### config.mk
export PLATFORM = sky130hd
export DESIGN_NAME = raster_reorder_n
export DESIGN_NICKNAME = d
export VERILOG_FILES = /design/src/rtl/raster_reorder_n.sv
export SDC_FILE = /design/constraint.sdc
export NUM_CORES = 2
export LEC_CHECK = 0
export ABC_CLOCK_PERIOD_IN_PS = 4950
export CAP_MARGIN = 10
export CORE_MARGIN = 2
export CORE_UTILIZATION = 63
export DETAILED_ROUTE_END_ITERATION = 16
export DONT_BUFFER_PORTS = 1
export HOLD_SLACK_MARGIN = 0.1
export PLACE_DENSITY_LB_ADDON = 0.1
export SYNTH_ARGS = -nofsm -noshare
export SYNTH_HDL_FRONTEND = slang
export SYNTH_SLANG_ARGS = --single-unit
### constraint.sdc
create_clock -name clk -period 4.95 [get_ports clk]
set_clock_uncertainty 0.15 [all_clocks]
set_input_delay 0.99 -clock clk [delete_from_list [all_inputs] [get_ports clk]]
set_output_delay 0.99 -clock clk [all_outputs]
set_load 0.1 [all_outputs]
### src/rtl/raster_reorder_n.sv
// Raster reorder stage: per-engine FIFOs merged back into one raster-order
// pixel stream with frame flags and a sticky coordinate check.
module raster_reorder_n #(
  parameter int NUM_ENGINES      = 12,
  parameter int FIFO_DEPTH       = 4,
  parameter int COLOUR_WIDTH     = 24,
  parameter int PIXEL_DATA_WIDTH = 10,
  parameter int SCREEN_W         = 640,
  parameter int SCREEN_H         = 480
) (
  input  logic                                     clk,
  input  logic                                     reset,
  input  logic [NUM_ENGINES-1:0]                   in_valid,
  output logic [NUM_ENGINES-1:0]                   in_ready,
  input  logic [NUM_ENGINES*PIXEL_DATA_WIDTH-1:0]  in_x,
  input  logic [NUM_ENGINES*PIXEL_DATA_WIDTH-1:0]  in_y,
  input  logic [NUM_ENGINES*COLOUR_WIDTH-1:0]      in_colour,
  input  logic                                     out_ready,
  output logic                                     out_valid,
  output logic [COLOUR_WIDTH-1:0]                  out_colour,
  output logic                                     first,
  output logic                                     last_x,
  output logic                                     last_y,
  output logic                                     seq_error
);

  localparam int W  = PIXEL_DATA_WIDTH;
  localparam int CW = COLOUR_WIDTH;
  localparam int PW = $clog2(FIFO_DEPTH);
  localparam int NW = PW + 1;
  localparam int EW = $clog2(NUM_ENGINES);

  logic [W-1:0]  x_mem [NUM_ENGINES][FIFO_DEPTH];
  logic [W-1:0]  y_mem [NUM_ENGINES][FIFO_DEPTH];
  logic [CW-1:0] c_mem [NUM_ENGINES][FIFO_DEPTH];

  logic [PW-1:0] rd_ptr [NUM_ENGINES];
  logic [PW-1:0] wr_ptr [NUM_ENGINES];
  logic [NW-1:0] count  [NUM_ENGINES];

  logic [NUM_ENGINES-1:0] full;
  logic [NUM_ENGINES-1:0] empty;
  logic [NUM_ENGINES-1:0] push;
  logic [NUM_ENGINES-1:0] pop;

  logic [EW-1:0] eng_ptr;
  logic [W-1:0]  x_cnt;
  logic [W-1:0]  y_cnt;
  logic [W-1:0]  head_x;
  logic [W-1:0]  head_y;
  logic          xfer;
  logic          end_x;
  logic          end_y;

  // ready is held low through reset so no result is lost to the clear
  assign in_ready = ~full & {NUM_ENGINES{~reset}};
  assign push     = in_valid & in_ready;

  assign out_valid  = ~reset & ~empty[eng_ptr];
  assign xfer       = out_valid & out_ready;
  assign head_x     = x_mem[eng_ptr][rd_ptr[eng_ptr]];
  assign head_y     = y_mem[eng_ptr][rd_ptr[eng_ptr]];
  assign out_colour = c_mem[eng_ptr][rd_ptr[eng_ptr]];

  assign end_x  = x_cnt == W'(SCREEN_W - 1);
  assign end_y  = y_cnt == W'(SCREEN_H - 1);
  assign first  = out_valid & (x_cnt == '0) & (y_cnt == '0);
  assign last_x = out_valid & end_x;
  assign last_y = out_valid & end_y;

  for (genvar g = 0; g < NUM_ENGINES; g++) begin : g_fifo
    assign full[g]  = count[g] == NW'(FIFO_DEPTH);
    assign empty[g] = count[g] == '0;
    assign pop[g]   = xfer & (eng_ptr == EW'(g));

    always_ff @(posedge clk) begin
      if (push[g]) begin
        x_mem[g][wr_ptr[g]] <= in_x[g*W +: W];
        y_mem[g][wr_ptr[g]] <= in_y[g*W +: W];
        c_mem[g][wr_ptr[g]] <= in_colour[g*CW +: CW];
      end
    end

    always_ff @(posedge clk) begin
      if (reset) begin
        rd_ptr[g] <= '0;
        wr_ptr[g] <= '0;
        count[g]  <= '0;
      end else begin
        if (push[g])
          wr_ptr[g] <= wr_ptr[g] + PW'(1);
        if (pop[g])
          rd_ptr[g] <= rd_ptr[g] + PW'(1);
        unique case ({push[g], pop[g]})
          2'b10:   count[g] <= count[g] + NW'(1);
          2'b01:   count[g] <= count[g] - NW'(1);
          default: count[g] <= count[g];
        endcase
      end
    end
  end

  always_ff @(posedge clk) begin
    if (reset) begin
      eng_ptr   <= '0;
      x_cnt     <= '0;
      y_cnt     <= '0;
      seq_error <= 1'b0;
    end else if (xfer) begin
      if (head_x != x_cnt || head_y != y_cnt)
        seq_error <= 1'b1;
      // frame end restarts the engine rotation rather than continuing it
      if (end_x && end_y) begin
        eng_ptr <= '0;
        x_cnt   <= '0;
        y_cnt   <= '0;
      end else begin
        if (eng_ptr == EW'(NUM_ENGINES - 1))
          eng_ptr <= '0;
        else
          eng_ptr <= eng_ptr + EW'(1);
        if (end_x) begin
          x_cnt <= '0;
          y_cnt <= y_cnt + W'(1);
        end else begin
          x_cnt <= x_cnt + W'(1);
        end
      end
    end
  end

endmodule

### After elaboration in Yosys (flattened, before gate mapping)

Memories as Yosys holds them, arrays and structs flattened. A register that Yosys moved wholly into a read port is not among the register bits.
Index checks and enable logic that the tools add are counted.

| word-level totals | value |
|---|---|
| bits in registers | 25 |
| bits in latches | 0 |
| bits in writable memories | 2196 |
| bits in read-only memories | 0 |
| output and inout port bits | 41 |
| word-level logic and storage cells | 617 |
| memories kept | 6 |

| cells by class | value |
|---|---|
| add/sub/neg operators | 51 |
| multipliers | 0 |
| div/mod/pow operators | 0 |
| magnitude comparators | 26 |
| equality and inequality tests | 51 |
| shifts and indexed selects | 0 |
| multiplexer cells | 339 |
| bitwise operators | 96 |
| reductions and logical operators | 44 |

Memories:

| name | words | width | read ports | clocked after memory_dff | wr ports | line | source |
|---|---|---|---|---|---|---|---|
| c_mem | 12 | 96 | 1 | 1 | 12 | 35 | `logic [CW-1:0] c_mem [NUM_ENGINES][FIFO_DEPTH];` |
| x_mem | 12 | 40 | 1 | 1 | 12 | 33 | `logic [W-1:0] x_mem [NUM_ENGINES][FIFO_DEPTH];` |
| y_mem | 12 | 40 | 1 | 1 | 12 | 34 | `logic [W-1:0] y_mem [NUM_ENGINES][FIFO_DEPTH];` |
| count | 12 | 3 | 12 | 0 | 12 | 39 | `logic [NW-1:0] count [NUM_ENGINES];` |
| rd_ptr | 12 | 2 | 13 | 1 | 12 | 37 | `logic [PW-1:0] rd_ptr [NUM_ENGINES];` |
| wr_ptr | 12 | 2 | 12 | 0 | 12 | 38 | `logic [PW-1:0] wr_ptr [NUM_ENGINES];` |

Operator list:

| operator | count |
|---|---|
| $mux 96 | 12 |
| $demux 24 s2 | 12 |
| $mux 40 | 12 |
| $mux 24 | 14 |
| $demux 10 s2 | 12 |
| $mux 10 | 20 |
| $mux 1 | 183 |
| $mux 3 | 36 |
| $or 1x1->1 | 60 |
| $add 2x1->2 const B | 24 |
| $bmux 24 s2 | 1 |
| $mux 2 | 24 |
| $bmux 10 s2 | 2 |
| $mux 4 | 10 |
| $ge 3x3->1 const B | 13 |
| $not 2->3 | 13 |
| $add 3x1->3 const B | 12 |
| $eq 3x3->1 const B | 12 |
| $logic_not 3->1 | 12 |
| $lt 3x1->1 const B | 12 |
| $sub 3x1->3 const B | 12 |
| $and 12x12->12 | 2 |
| $eq 2x1->1 const B | 12 |
| $eq 2x2->1 const B | 12 |
| other kinds (21) | 73 |

### Longest topological paths before layout

| depth | value |
|---|---|
| depth after elaboration | 14 |
| depth in mapped cells | 19 |
| gate-level depth less buffers | 18 |

### Least setup slack after synthesis

No wires, ideal clock.

| timing | value |
|---|---|
| path type | reg-to-output |
| start point | reg with a tool-made name |
| end point | out out_colour[18] |
| data arrival time | 4.512 ns |
| required time | 3.810 ns |
| slack | -0.702 ns |
| stages on the path, launching flop included | 11 |
| path buffers | 4 |
| cell sequence | dfxtp_1 -> buf_6 -> mux4_2 -> mux2i_2 -> o21ai_1 -> buf_2 -> buf_2 -> buf_2 -> mux4_2 -> o21ai_0 -> o21ai_0 |

RTL lines:

| what | line | source |
|---|---|---|
| end, declared | 20 | `output logic [COLOUR_WIDTH-1:0] out_colour,` |

==> out/metrics.csv <==
metric,value,unit
Final WS setup,-0.0896,ns
Skew-Pair Late Insertion Delay,0.87,ns
leakage power,33.9,nW
wire length of the first global-routing pass,383,mm
vias,48700,
CTS tree,built,
CP Data Arrival Time,3.90,ns
DP Wirelength,170,mm
fin util,0.754,
Die W,379,µm
"Primary FF master, synth",edfxtp_1,
Die H,379,µm
H-tree depth,4,
First-pass DRT Iterations,6,
Mapped Area,88400,µm²
RD Place Congestion,0.893,
most frequent cells in the layout,"2,196 x edfxtp_1, 609 x mux4_2, 529 x dlygate4sd3_1, 218 x clkbuf_16, 217 x nand2_1",
largest cells by area after synthesis,"edfxtp_1 75%, mux4_2 16%, ha_1 1.6%, nand2_1 0.96%, mux2i_1 0.80%",
Post-Synthesis Cells,4142,
Fmax,0.198,GHz
Final Max Slew Viols,0,
pin slew with the least headroom to its limit,1.47,ns
Yosys cell types,65,
initial antenna violation count,91,
"Largest stage delay, worst path",0.70,ns
setup tns final,-0.381,ns
clock slew seen by the registers of the worst setup and hold paths,0.06,ns
Tmin final,5.04,ns
Final Hold Viols,0,
drt wl/cell,40.5,µm
CP bufs+invs,3,
family with the most delay on the worst path,multiplexers,
final setup fails,8,
"Seq/Total Area, Yosys",0.753,
"commonest non-fill, non-tap cell in the layout",edfxtp_1,
Total Power,41.8,mW
synthesis-stage register bit count,2225,
DRC viols,0,
Critical Path RT,3.81,ns
run status,finished with violations,
die area,143000,µm²
share of post-route cells with drive strength above 1,0.236,
# port buffers,0,
syn nets,4799,
kind of critical path,flip-flop to primary output,
Starting Density,0.634,
std cell rows,137,
I/O pin cnt,584,
Yosys top cell area share,0.746,
failing checks,setup timing,
worst hold path class,primary input to flip-flop,
Slew headroom,0.0189,
YS warnings,0,
vias in the first global route,48900,
final net count,5518,
Clock Path Buffers,3,
"wirelength, routed",283,mm
Avg Synthesized Cell Area,21.3,µm²
Crit. End Element,primary output,
Cell Pwr Density,398,nW/µm²
Vias/cell,6.96,
Synth area leader,edfxtp_1,
root buf cell,clkbuf_16,
initial DRC count,7322,
post-placement worst setup slack,0.164,ns
Routed Antenna Nets,0,
total grt overflow,0,
Num CTS Buffers,213,
Synth async-reset ratio,0,
Core Box Area,139000,µm²
worst-path cell chain,mux4_2 > mux2i_4 > o21ai_4 > buf_4 > buf_4 > nand2_1 > nand2_1 > mux4_2 > buf_12,
Synth-to-Final Area Change,18.8,%
Max Cap Viol,0,
largest net degree at the start of global routing,115,
Critical-path top delay cell,mux4_2,
peak supply drop,0.359,mV
clk sink count,2225,
period utilisation layout,1.02,
CP Max Fanout,15,
total track usage,0.399,
RSZ-0062 raised after global routing,yes,
CP Launch Type,flip-flop,
Post-synth EDFFs,2196,
[cell usage after synthesis (3+ instances only)]
master    instances
nor2b_1          18
a31oi_1           7
nor3_1           23
a211oi_1         13
o22ai_1           5
buf_4            19
dfxtp_1          29
o21bai_1         13
nand3_1          27
a22o_1            5
clkbuf_1         59
a21oi_1          46
buf_2            95
xor2_1           47
inv_1            87
o21ai_0          23
xnor2_1          35
a221oi_1          7
edfxtp_1       2196
mux4_2          609
nand2b_1         33
a22oi_1          23
ha_1            114
buf_1            22
o21ai_1          15
mux2i_1          71
mux2_2           12
mux2_1            3
nor4_1            7
buf_6             8
nand2_1         225
nor2_1          127
and3_1           65
o221ai_1          3
a32oi_1           4
nor3b_1           3
nand4_1           7
[through the flow]
step | area (µm²) | std cells | hold WS [ns]
2_1_floorplan | 88400 | 4142 | 0.335
3_3_place_gp | 92000 | 5953 | 0.364
3_5_place_dp | 92000 | 5953 | 0.370
4_1_cts | 105000 | 6906 | 0.124
5_1_grt | 105000 | 6959 | 0.155
6_report | 105000 | 6990 | 0.197
[routing by layer]
| metal | track usage | share of wire | up-vias |
|---|---|---|---|
| met2 | 0.638 | 0.48 | 4083 |
| met3 | 0.109 | 0.13 | 843 |
| met4 | 0.231 | 0.070 | 52 |
| met1 | 0.494 | 0.32 | 25100 |
| li1 | - | - | 18600 |
| met5 | 0 | 0.0012 | - |
[logic make-up (layout without fill, tap and decap cells)]
logic type,count (synthesis),count (layout),share of synthesized area
buffers and inverters,290,1189,0.0151
adder cells (fa/ha/maj),114,114,0.0161
multiplexers,696,696,0.165
AO/OA/AOI/OAI,183,183,0.0138
flip-flops,2225,2225,0.753
other,0,73,0
AND/OR/NAND/NOR,552,552,0.0288
XOR/XNOR,82,82,0.00813
[power by group]
group	leakage (nW)	total [mW]	switching, mW	internal [mW]
logic	10.3	4.38	2.68	1.70
registers	20.3	21.4	0.153	21.2
clock network	3.30	16.0	7.16	8.85
total	33.9	41.8	9.99	31.8
[layout make-up]
cell class                 count  area (µm²)
clock inverter               130        1150
fill                        7624       34400
tap                         1876        2350
clock buffer                 265        5620
inverter                      87         327
sequential                  2225       66500
multi-input combinational   1627       20900
antenna                       73         183
timing repair buffer         707        7930
[state kept, by name, summed over array words and instances (netlist names), named ones only]
register	flops
c_mem	1152
x_mem	480
y_mem	480
count	36
rd_ptr	24
wr_ptr	24
x_cnt	10
y_cnt	10
eng_ptr	4
seq_error	1
[what timing repair did]
item	CTS	global route
endpoints found under the hold margin	2119	0
pin swaps	2	1
hold buffers	529	0
endpoints found under the setup margin	24	22
gates resized for setup	30	6
gates cloned	13	3
setup buffers	17	8
[worst reg2reg max path, cell delays in order (launching register included)]
cell and delay (ns):
dfxtp_4 0.44, buf_4 0.24, buf_12 0.42, nor2b_1 1.27
a22o_1 0.38, a21oi_1 0.07, mux2i_1 0.21, xor2_1 0.13
nor2_1 0.19, a211oi_1 0.08, or4_4 0.53, a2111oi_2 0.34
a311oi_1 0.13
[final timing paths]
check               startpoint  slack, ns        endpoint  depth (start not counted)
setup / recovery  rd_ptr[2][0]      -0.09  out_colour[13]                          9
hold / removal           reset       0.20    count[0][10]                          1
setup reg to reg     flip-flop       0.23       seq_error                         12
hold reg to reg       y_cnt[1]       0.39        y_cnt[1]                          2
Power figures use the tool's default switching activity.
